$ cat src/rtl/lif_pkg.sv
// lif_pkg: FSM encoding, reset-mode constants and elaboration width checks for the LIF engine
`ifndef LIF_PKG_SV
`define LIF_PKG_SV
`define LIF_CHECK_WIDTH(label, cond, msg) if (!(cond)) begin : label $error(msg); end
package lif_pkg;
    typedef enum logic [2:0] {
        ST_IDLE  = 3'd0,
        ST_INTEG = 3'd1,
        ST_LEAK  = 3'd2,
        ST_FIRE  = 3'd3,
        ST_OUT   = 3'd4
    } lif_state_e;
    localparam logic [1:0] RST_ABS  = 2'd0;
    localparam logic [1:0] RST_LIN  = 2'd1;
    localparam logic [1:0] RST_NONE = 2'd2;
endpackage
`endif

$ cat src/rtl/lif_sat_add.sv
// lif_sat_add: signed adder that clamps to the PW-bit range instead of wrapping
module lif_sat_add #(
    parameter int PW = 9,
    parameter int AW = PW,
    parameter int BW = PW
) (
    input  logic signed [AW-1:0] a,
    input  logic signed [BW-1:0] b,
    output logic signed [PW-1:0] y
);
    logic signed [PW:0] sum;
    // one guard bit catches overflow; clamp toward the sign of the true result
    always_comb begin
        sum = (PW+1)'(a) + (PW+1)'(b);
        y   = (sum[PW] ^ sum[PW-1]) ? {sum[PW], {(PW-1){~sum[PW]}}} : sum[PW-1:0];
    end
endmodule

$ cat src/rtl/lif_neuron_engine.sv
// lif_neuron_engine: handshaked leaky integrate-and-fire engine, one neuron job at a time
module lif_neuron_engine
    import lif_pkg::*;
#(
    parameter int LEAK_WIDTH      = 9,
    parameter int WEIGHT_WIDTH    = 9,
    parameter int THRESHOLD_WIDTH = 9,
    parameter int POTENTIAL_WIDTH = 9,
    parameter int NUM_WEIGHTS     = 4,
    parameter int NEG_RESET_MODE  = 0,
    localparam int TYPE_WIDTH     = (NUM_WEIGHTS > 1) ? $clog2(NUM_WEIGHTS) : 1
) (
    input  logic                                       clk,
    input  logic                                       rst_n,
    input  logic                                       cfg_valid,
    output logic                                       cfg_ready,
    input  logic signed [POTENTIAL_WIDTH-1:0]          cfg_potential,
    input  logic signed [LEAK_WIDTH-1:0]               cfg_leak,
    input  logic [WEIGHT_WIDTH*NUM_WEIGHTS-1:0]        cfg_weights,
    input  logic [THRESHOLD_WIDTH-1:0]                 cfg_pos_threshold,
    input  logic [THRESHOLD_WIDTH-1:0]                 cfg_neg_threshold,
    input  logic signed [POTENTIAL_WIDTH-1:0]          cfg_reset_potential,
    input  logic [1:0]                                 cfg_reset_mode,
    input  logic                                       ax_valid,
    output logic                                       ax_ready,
    input  logic [TYPE_WIDTH-1:0]                      ax_type,
    input  logic                                       ax_spike,
    input  logic                                       ax_last,
    output logic                                       out_valid,
    input  logic                                       out_ready,
    output logic signed [POTENTIAL_WIDTH-1:0]          out_potential,
    output logic                                       out_spike
);
    localparam int PW = POTENTIAL_WIDTH;
    localparam int WW = WEIGHT_WIDTH;
    localparam int TW = THRESHOLD_WIDTH;
    localparam int NW = NUM_WEIGHTS;

    `LIF_CHECK_WIDTH(g_bad_weight_width, WW <= PW, "WEIGHT_WIDTH must not exceed POTENTIAL_WIDTH")
    `LIF_CHECK_WIDTH(g_bad_threshold_width, TW <= PW, "THRESHOLD_WIDTH must not exceed POTENTIAL_WIDTH")

    function automatic logic signed [PW-1:0] clamp(input logic signed [PW:0] x);
        return (x[PW] ^ x[PW-1]) ? {x[PW], {(PW-1){~x[PW]}}} : x[PW-1:0];
    endfunction

    lif_state_e                state_q, state_d;
    logic signed [PW-1:0]      acc_q, acc_d, rst_pot_q, rst_pot_d, out_pot_q, out_pot_d;
    logic signed [LEAK_WIDTH-1:0] leak_q, leak_d;
    logic [WW*NW-1:0]          weights_q, weights_d;
    logic [TW-1:0]             pos_th_q, pos_th_d, neg_th_q, neg_th_d;
    logic [1:0]                mode_q, mode_d;
    logic                      out_spike_q, out_spike_d;
    logic signed [WW-1:0]      w_sel;
    logic signed [PW-1:0]      add_b, sum, fire_pot;
    logic signed [PW:0]        p_x, pos_x, neg_x, lin_x;
    logic                      fire_spike;

    // weight lookup for the current beat; w0 sits in the MSBs
    always_comb begin
        w_sel = '0;
        for (int i = 0; i < NW; i++)
            if (ax_type == TYPE_WIDTH'(i)) w_sel = weights_q[(NW-1-i)*WW +: WW];
        add_b = (state_q == ST_LEAK) ? PW'(leak_q) : PW'(w_sel);
    end

    lif_sat_add #(.PW(PW)) u_add (.a(acc_q), .b(add_b), .y(sum));

    // threshold compare and reset selection on the leaked potential
    always_comb begin
        p_x        = (PW+1)'(acc_q);
        pos_x      = $signed((PW+1)'(pos_th_q));
        neg_x      = -$signed((PW+1)'(neg_th_q));
        lin_x      = p_x - pos_x;
        fire_spike = p_x >= pos_x;
        fire_pot   = fire_spike ? ((mode_q == RST_LIN) ? clamp(lin_x) : (mode_q == RST_NONE) ? acc_q : rst_pot_q)
                   : (p_x < neg_x) ? ((NEG_RESET_MODE != 0) ? rst_pot_q : clamp(neg_x)) : acc_q;
    end

    // FSM state register
    always_ff @(posedge clk) begin
        if (!rst_n) state_q <= ST_IDLE;
        else        state_q <= state_d;
    end

    // FSM next-state decode
    always_comb begin
        state_d = state_q;
        case (state_q)
            ST_IDLE:  state_d = cfg_valid ? ST_INTEG : ST_IDLE;
            ST_INTEG: state_d = (ax_valid && ax_last) ? ST_LEAK : ST_INTEG;
            ST_LEAK:  state_d = ST_FIRE;
            ST_FIRE:  state_d = ST_OUT;
            ST_OUT:   state_d = out_ready ? ST_IDLE : ST_OUT;
            default:  state_d = ST_IDLE;
        endcase
    end

    // handshake outputs decoded from registered state only
    always_comb begin
        cfg_ready     = state_q == ST_IDLE;
        ax_ready      = state_q == ST_INTEG;
        out_valid     = state_q == ST_OUT;
        out_potential = out_pot_q;
        out_spike     = out_spike_q;
    end

    // datapath next values: latch job, integrate beats, leak, then capture result
    always_comb begin
        leak_d      = leak_q;
        weights_d   = weights_q;
        pos_th_d    = pos_th_q;
        neg_th_d    = neg_th_q;
        rst_pot_d   = rst_pot_q;
        mode_d      = mode_q;
        acc_d       = acc_q;
        out_pot_d   = out_pot_q;
        out_spike_d = out_spike_q;
        if (state_q == ST_IDLE && cfg_valid) begin
            leak_d    = cfg_leak;
            weights_d = cfg_weights;
            pos_th_d  = cfg_pos_threshold;
            neg_th_d  = cfg_neg_threshold;
            rst_pot_d = cfg_reset_potential;
            mode_d    = cfg_reset_mode;
            acc_d     = cfg_potential;
        end
        if ((state_q == ST_INTEG && ax_valid && ax_spike) || state_q == ST_LEAK) acc_d = sum;
        if (state_q == ST_FIRE) begin
            out_pot_d   = fire_pot;
            out_spike_d = fire_spike;
        end
    end

    // datapath registers; reset clears results and job context
    always_ff @(posedge clk) begin
        if (!rst_n) begin
            leak_q      <= '0;
            weights_q   <= '0;
            pos_th_q    <= '0;
            neg_th_q    <= '0;
            rst_pot_q   <= '0;
            mode_q      <= '0;
            acc_q       <= '0;
            out_pot_q   <= '0;
            out_spike_q <= 1'b0;
        end else begin
            leak_q      <= leak_d;
            weights_q   <= weights_d;
            pos_th_q    <= pos_th_d;
            neg_th_q    <= neg_th_d;
            rst_pot_q   <= rst_pot_d;
            mode_q      <= mode_d;
            acc_q       <= acc_d;
            out_pot_q   <= out_pot_d;
            out_spike_q <= out_spike_d;
        end
    end
endmodule

$ cat config.mk
export PLATFORM = sky130hd
export DESIGN_NAME = lif_neuron_engine
export DESIGN_NICKNAME = d
export VERILOG_FILES = /design/src/rtl/lif_pkg.sv /design/src/rtl/lif_sat_add.sv /design/src/rtl/lif_neuron_engine.sv
export SDC_FILE = /design/constraint.sdc
export NUM_CORES = 1
export LEC_CHECK = 0
export BUFFER_PORTS_ARGS = -buffer_cell sky130_fd_sc_hd__buf_2
export CAP_MARGIN = 15
export CORE_ASPECT_RATIO = 1.4
export CORE_UTILIZATION = 40
export DETAILED_ROUTE_END_ITERATION = 10
export PLACE_DENSITY = 0.66
export SYNTH_ARGS = -nofsm -noshare
export SYNTH_HDL_FRONTEND = slang
export SYNTH_HIERARCHICAL = 1
export SYNTH_SLANG_ARGS = --single-unit
$ cat constraint.sdc
create_clock -name clk -period 5.65 [get_ports clk]
set_input_delay 0.2825 -clock clk [delete_from_list [all_inputs] [get_ports clk]]
set_output_delay 0.2825 -clock clk [all_outputs]
set_load 0.01 [all_outputs]
==> run metrics, run 1 <==
Reg power frac 38.5%; detailed placement HPWL 11,200 um; Die ar. 15,100 um^2; remaining global-route overflow 0; Crit. End Element flip-flop; wire length per cell 15.6 um; Synth top area share between 30% and 40%; 1st-iter DRT viols 260; Final Setup Violations 0; Yosys cell types 66; Die H 145 um; CP startpoint kind flip-flop; Post-synth ARST share 0%; cts-stage hold buffer count 0; global-route wire length before repair 24,800 um; Fin Clk Skew 0.00943 ns; max-cap violations 0; leakage power 0.00287 uW; Fin. Hold Viols 0; worst hold path class in2reg; clock slew at reported path FFs 0.08 ns; initial antenna violation count 0; syn_area_per_cell 8.26 um^2; largest net degree at the start of global routing 90; Core Box Area 14,100 um^2; Cell Int Power 1300 uW; vias in the first global route between 4k and 5k; Clock Tree Buf Depth 2; clock buffer count from CTS 9; Post-synth EDFFs 0; largest area contributor in the netlist dfxtp_1; share of cells above drive strength 1 a little over a fifth; Post-synth top cells 191 x nand2_1, 96 x dfxtp_1, 77 x a21boi_0; Antenna Diode Count 0; # rows 51; CTS H-tree lvls 3; maximum VDD drop 168 uV; Setup CP Type reg2reg; Top FF cell, synth dfxtp_1; postcts setup bufs 0; CTS Sinks 96; vias 5,094; DR vias/cell 5.20; Synth area leaders dfxtp_1 33%, nand2_1 12%, a21boi_0 9.9%, ha_1 6.0%, mux4_2 3.5%; Crit Path Max Fanout 7; Cells after Synth about 710; Layout Nets 911; Horiz. Die Dim 104 um; I/O Buffers 104; Post-Syn Area 5830 um^2; pre-CTS setup slack 2.20 ns; Worst EP required approximately 5.9 ns; RSZ-0062 raised after global routing no; period utilisation layout 62.1%; Slew Limit Fails 0; TritonRoute pass-1 iters 4; Starting Density about 41%; sw frac 35.1%; pwr dens 296 nW/um^2; area grow syn2layout 16.5%; Tmin final 3.51 ns; DRC violations left 0; clock latency on the worst-skew pair 0.35 ns; routability cong. 0.863; register area share after synthesis about a third; relative slew slack between 30 and 40%; setup slack after layout 2.14 ns; Final ANT Viol Nets 0; count leader, synth nand2_1; Synth Register Bits 96; fmax 285 MHz; clock root buffer clkbuf_16; IO Count 105; PostCTS Resize Cnt 0; setup TNS 0 ns; net switching power 704 uW; outcome completed; final WL 15,300 um; All-Layer GR Usage around a fifth; Slew @ Worst Pin 1.05 ns; share of power burned in combinational logic 30.3%; CTS tree done; yosys warns 6; WP data arrival 3.75 ns; Synth Net Count a little over 800; clock power share 31.2%; FILL cells 1,401
## worst paths after layout
path                  startpoint               end  slack [ns]  depth (start not counted)
setup / recovery     neg_th_q[0]  out_potential[7]        2.14                         12
hold / removal    cfg_weights[7]      weights_q[7]        0.17                          3
setup reg to reg     neg_th_q[0]  out_potential[7]        2.14                         12
hold reg to reg        leak_q[1]         leak_q[1]        0.47                          2
## stage by stage
step	utilization (%)	hold WS [ns]	cell area [um^2]	cells	power [uW]
6_report	48.2	0.168	6800	979	2010
5_1_grt	48.2	0.173	6800	979	2120
3_5_place_dp	46.0	0.458	6490	963	1390
3_3_place_gp	46.0	0.450	6490	963	1390
2_1_floorplan	-	0.427	5830	706	1220
4_1_cts	48.2	0.162	6800	979	2020
## cell type report
| type | count | area [um^2] | share of cell area [%] |
|---|---|---|---|
| clock buffers | 9 | 225 | 3.31 |
| clock inverters | 7 | 82.6 | 1.22 |
| inverters | 22 | 82.6 | 1.22 |
| multi-input cells | 551 | 3690 | 54.4 |
| flip-flops and latches | 96 | 1920 | 28.3 |
| well taps | 185 | 231 | 3.41 |
| repair buffers | 109 | 558 | 8.21 |
## routing by layer
metal | wire (um) | track usage [%] | up-vias | part of all wire, %
li1 | - | - | 2653 | -
met1 | 6880 | 25.3 | 2303 | 45
met2 | 7440 | 36.8 | 114 | 49
met3 | 511 | 3.63 | 24 | 3.3
met4 | 436 | 8.50 | 0 | 2.9
met5 | 0 | 0 | - | 0
## layout by cell type (no fill, tap or decap), drive strengths merged, types with 14 or more instances in the layout
cell / instances
nand2: 192
buf: 109
dfxtp: 96
a21boi: 77
a21oi: 32
ha: 28
inv: 25
nor2: 20
mux2: 16
o21ai: 14
## power groups by stage
| stage | registers (uW) | clock network [uW] | logic, uW |
|---|---|---|---|
| floorplan | 763 | 0 | 462 |
| global placement | 788 | 0 | 600 |
| detailed placement | 789 | 0 | 601 |
| CTS | 773 | 641 | 607 |
| global route | 780 | 671 | 675 |
| finish | 773 | 627 | 608 |
## state kept, by name (all words and copies together) (netlist names)
name,cells
state_q,3
pos_th_q,9
leak_q,9
out_potential,9
rst_pot_q,9
neg_th_q,9
out_spike,1
weights_q,36
acc_q,9
mode_q,2
## cell families (layout without fill, tap and decap cells)
logic type                 Yosys count  in the layout  synth area share [%]
and+or+nand+nor                    282            282                  21.7
AOI/OAI and AO/OA                  187            187                  23.7
DFF                                 96             96                  32.9
buffers and inverters               59            147                  3.80
adders and majority gates           32             32                  7.06
muxes                               32             32                  7.98
xor gates and xnor gates            18             18                  2.83
## critical path, stage by stage (launching register included)
cell and delay (ns):
dfxtp_1 0.46, inv_1 0.08, ha_1 0.29, xor2_1 0.25, ha_1 0.29, a21o_1 0.18, a31oi_1 0.12, o21ai_0 0.10
maj3_1 0.33, a21o_1 0.27, mux2i_4 0.31, mux2_2 0.38, a221o_1 0.34
Note: power is estimated with default switching activity, not from simulation.
==> inputs of run 2 (changes only) <==
--- a/config.mk
+++ b/config.mk
@@ -10,7 +10,7 @@
 export CORE_ASPECT_RATIO = 1.4
 export CORE_UTILIZATION = 40
 export DETAILED_ROUTE_END_ITERATION = 10
-export PLACE_DENSITY = 0.66
+export PLACE_DENSITY = 0.69
 export SYNTH_ARGS = -nofsm -noshare
 export SYNTH_HDL_FRONTEND = slang
 export SYNTH_HIERARCHICAL = 1
==> constraint.sdc (replaced) <==
create_clock -name clk -period 2.85 [get_ports clk]
set_input_delay 0.1425 -clock clk [delete_from_list [all_inputs] [get_ports clk]]
set_output_delay 0.1425 -clock clk [all_outputs]
set_load 0.01 [all_outputs]
==> run metrics, run 2 (synthesized netlist as in run 1, its figures left out) <==
final WL 17,700 um; Clock Tree Buf Depth 2; RSZ-0062 raised after global routing yes; All-Layer GR Usage 23.4%; pwr dens approximately 570 nW/um^2; relative slew slack 51.3%; # rows 51; Slew @ Worst Pin approximately 0.73 ns; slowest cell delay on critical path 0.45 ns; Layout Nets 988; Horiz. Die Dim between 100 and 150 um; vias in the first global route 5,498; CP top delay family compound AO/OA/AOI/OAI gates; Placed Cells incl. Taps about 1k; routability cong. 0.959; leakage power 0.00333 uW; CTS Sinks 96; IO Count 105; clock buffer count from CTS 9; Die ar. ~15,000 um^2; Biggest register weights_q; 1st-iter DRT viols 276; TritonRoute pass-1 iters 5; maximum VDD drop 292 uV; I/O Buffers approximately 100; Final ANT Viol Nets 0; Core Box Area between 10,000 and 15,000 um^2; Critical Path Source weights_q[9]; share of cells above drive strength 1 35.0%; largest net degree at the start of global routing between 80 and 90; outcome finished with violations; max-cap violations 0; FILL cells around 1.3k; worst hold path class in2reg; most common cell after layout, fill and taps aside nand2_1; worst hold margin 0.0329 ns; DRC violations left 0; Crit. End Element flip-flop; clock latency on the worst-skew pair about 0.35 ns; Final Setup Violations 14; cts-stage hold buffer count 0; Fin. Hold Viols 0; CP startpoint kind flip-flop; Die H 145 um; CTS tree done; Crit Path Max Fanout 6; WP data arrival approximately 3.3 ns; cell at the slowest stage of the critical path mux4_2; final cell count without fillers 1,057; failing checks negative setup slack; clock root buffer clkbuf_16; Tmin final 2.98 ns; Setup CP Type reg2reg; clock slew at reported path FFs ~0.080 ns; global-route wire length before repair 27,300 um; Starting Density 41.4%; CTS H-tree lvls 3; most frequent cells in the layout 190 x nand2_1, 104 x buf_2, 87 x dfxtp_1; wire length per cell 16.7 um; Slew Limit Fails 0; initial antenna violation count 1; setup slack after layout -0.135 ns; CP bufs+invs 2; fmax 335 MHz; Worst EP required 3.13 ns; Reg area 1940 um^2; Final Core Density a little under three fifths; max reg flops 36; area grow syn2layout 34.3%; detailed placement HPWL 13,200 um; DR vias/cell 5.29; period utilisation layout 105%; r2r startpoint weights_q[9]; vias 5,595; worst-path cell chain mux4_2 -> mux2_4 -> ha_4 -> inv_2 -> fa_2 -> nor2b_4 -> o31a_4 -> a21oi_4 -> xnor2_4 -> buf_6 -> nand2_4 -> o31ai_2 -> nor2b_1 -> a21oi_1 -> a21boi_1; remaining global-route overflow 0; Multi-input gate area 4080 um^2; Fin Clk Skew 0.00553 ns; Hold Startpoint cfg_neg_threshold[2]
==> run 2: repair_timing <==
item,4_1_cts,5_1_grt
setup endpoints to repair,16,16
hold endpoints to repair,0,0
pin swaps,16,22
gates resized for setup,25,51
buffers inserted,6,5
==> run 2: report_power, final <==
part           total, uW  internal (uW)  switching (uW)  leakage, uW
registers           1500           1430            69.6     0.000791
clock network       1220            619             597     0.000143
logic               1750            861             885      0.00240
==> run 2: worst paths after layout <==
kind	end	slack [ns]	depth (start not counted)
min reg2reg	weights_q[15]	0.47	2
max reg2reg	acc_q[4]	-0.13	15
max	acc_q[4]	-0.13	15
min	neg_th_q[2]	0.03	3
==> run 2: worst register-to-register path, stage by stage (launching register included) <==
cell and delay [ns]:
dfxtp_2 0.33, mux4_2 0.45, mux2_4 0.29, ha_4 0.17, inv_2 0.05, fa_2 0.22, nor2b_4 0.05, o31a_4 0.30
a21oi_4 0.21, xnor2_4 0.19, buf_6 0.15, nand2_4 0.08, o31ai_2 0.08, nor2b_1 0.15, a21oi_1 0.05, a21boi_1 0.15
==> run 2: area by class of cell <==
type / count / area share (%)
Antenna cell: 1 / 0.0319
Clock buffer: 9 / 2.88
Clock inverter: 7 / 0.958
Inverter: 22 / 1.05
Multi-Input combinational cell: 551 / 52.1
Sequential cell: 96 / 24.7
Tap cell: 185 / 2.96
Timing Repair Buffer: 186 / 15.3
==> run 2: per-stage QoR <==
stage               TNS (ns)  total power (uW)  instance area (um^2)  setup WS [ns]
finish                -0.897              4460                  7830         -0.135
global route           -2.27              4700                  7830         -0.213
CTS                   -0.666              4290                  7540         -0.105
detailed placement     -1.72              3010                  7090         -0.243
global placement       -1.04              2990                  7090         -0.159
floorplan             -0.349              2470                  5920        -0.0665
==> run 2: metal layers <==
| metal | GRT usage (%) | up-vias | share of wire (%) |
|---|---|---|---|
| met4 | 14.3 | 0 | 4.9 |
| li1 | - | 2810 | - |
| met1 | 26.2 | 2585 | 41 |
| met3 | 4.39 | 45 | 4.7 |
| met5 | 0 | - | 0 |
| met2 | 41.5 | 155 | 50 |
==> inputs of run 3 (changes only) <==
--- a/config.mk
+++ b/config.mk
@@ -10,7 +10,7 @@
 export CORE_ASPECT_RATIO = 1.4
 export CORE_UTILIZATION = 40
 export DETAILED_ROUTE_END_ITERATION = 10
-export PLACE_DENSITY = 0.69
+export PLACE_DENSITY = 0.63
 export SYNTH_ARGS = -nofsm -noshare
 export SYNTH_HDL_FRONTEND = slang
 export SYNTH_HIERARCHICAL = 1
==> run metrics, run 3 (synthesized netlist as in run 1, its figures left out) <==
Die ar. between 15,000 and 20,000 um^2; Cell Int Power between 3000 and 4000 uW; Layout Nets 994; I/O Buffers 104; worst hold margin between 0.03 and 0.04 ns; All-Layer GR Usage 23.9%; most common cell after layout, fill and taps aside nand2_1; routability cong. between 0.8 and 0.9; fmax 335 MHz; Crit Path Max Fanout 4; Final Core Density 56.1%; Clock Tree Buf Depth 2; Horiz. Die Dim 104 um; final WL about 18,000 um; Core Box Area approximately 14,000 um^2; max-cap violations 0; detailed placement HPWL roughly 14,000 um; Critical Path Source weights_q[0]; area grow syn2layout 35.6%; net switching power 1520 uW; clock slew at reported path FFs 0.07 ns; clock root buffer clkbuf_16; Total Power around 4700 uW; global-route wire length before repair roughly 28,000 um; max reg flops 36; outcome finished with violations; worst hold path class in2reg; CTS Sinks 96; share of cells above drive strength 1 34.9%; DR vias/cell roughly 5.3; Die H around 140 um; period utilisation layout 105%; # rows ~50; 1st-iter DRT viols 241; Final Setup Violations 13; largest net degree at the start of global routing 88; CTS tree done; CP startpoint kind flip-flop; vias in the first global route 5,619; maximum VDD drop 264 uV; Starting Density around 41%; RSZ-0062 raised after global routing yes; r2r startpoint weights_q[0]; Fin. Hold Viols 0; Reg power frac between 30 and 40%; Hold Startpoint cfg_neg_threshold[2]; WP data arrival 3.26 ns; share of power burned in combinational logic 38.2%; Biggest register weights_q; Setup CP Type reg2reg; Tmin final 2.98 ns; Slew @ Worst Pin 0.847 ns; clock power share between 20% and 30%; Final ANT Viol Nets 0; DRC violations left 0; sw frac 32.6%; relative slew slack 43.5%; initial antenna violation count 0; Worst EP required 3.12 ns; pre-CTS setup slack -0.231 ns; setup slack after layout -0.134 ns; Antenna Diode Count 0; failing checks negative setup slack; Crit. End Element flip-flop; TritonRoute pass-1 iters 5; remaining global-route overflow 0; Slew Limit Fails 0; wire length per cell 16.9 um; vias 5,643; most frequent cells in the layout 188 x nand2_1, 104 x buf_2, 86 x dfxtp_1; pwr dens between 500 and 600 nW/um^2; CTS H-tree lvls 3; leakage power 0.00340 uW; cts-stage hold buffer count 0; Fin Clk Skew 0.00788 ns; clock buffer count from CTS 9; clock latency on the worst-skew pair about 0.34 ns; IO Count 105
-- run 3: cell types whose count changed in the layout (fill, tap and decap cells not counted), sizes merged --
cell,before,now
bufinv,0,2
clkinv,4,1
inv,24,23
buf,185,192
diode,1,0
-- run 3: timing repair --
| action | 4_1_cts | 5_1_grt |
|---|---|---|
| setup endpoints to repair | 16 | 16 |
| pin swaps | 13 | 27 |
| gates resized for setup | 25 | 47 |
| buffers inserted | 3 | 9 |
-- run 3: metal layers --
metal / vias up / part of all wire (%) / global-route usage [%]
met4: 0 / 5.0 / 13.4
met1: 2627 / 39 / 25.5
li1: 2807 / - / -
met2: 158 / 52 / 45.2
met5: - / 0 / 0
met3: 51 / 3.6 / 3.40
-- run 3: layout make-up --
| type | instances | area (um^2) |
|---|---|---|
| inverters | 22 | 82.6 |
| clock inverters | 5 | 85.1 |
| flip-flops and latches | 96 | 1940 |
| fillers | 1295 | 6190 |
| multi-input cells | 551 | 4080 |
| repair buffers | 192 | 1250 |
| well taps | 185 | 231 |
| clock buffers | 10 | 250 |
-- run 3: final timing paths --
check                                    to  slack [ns]  cells past startpoint
worst max-delay path               acc_q[4]       -0.13                     14
worst min-delay path            neg_th_q[2]        0.04                      3
worst max register to register     acc_q[4]       -0.13                     14
worst min register to register    leak_q[0]        0.47                      2
-- run 3: power by group through the flow --
stage / sequential (uW) / clock, uW / combinational, uW
2_1_floorplan: 1510 / 0 / 954
3_3_place_gp: 1540 / 0 / 1490
3_5_place_dp: 1550 / 0 / 1520
4_1_cts: 1520 / 1390 / 1600
5_1_grt: 1530 / 1460 / 1940
6_report: 1530 / 1360 / 1790
-- run 3: worst max-delay path, stage by stage, from the launching register on --
cell and delay, ns:
dfxtp_2 0.32, mux4_2 0.46, mux2_4 0.29, ha_4 0.17
inv_2 0.05, fa_2 0.22, nor2b_4 0.05, o31a_4 0.30
a21oi_4 0.22, xnor2_4 0.18, nor2_4 0.07, o31ai_1 0.23
nor2b_2 0.19, a21oi_2 0.04, a21boi_1 0.14
-- run 3: per-stage QoR --
| step | cells | cell area, um^2 | TNS [ns] |
|---|---|---|---|
| floorplan | 706 | 5920 | -0.349 |
| global placement | 1034 | 7140 | -1.23 |
| detailed placement | 1034 | 7140 | -2.13 |
| CTS | 1052 | 7590 | -0.619 |
| global route | 1061 | 7910 | -2.47 |
| finish | 1061 | 7910 | -0.658 |
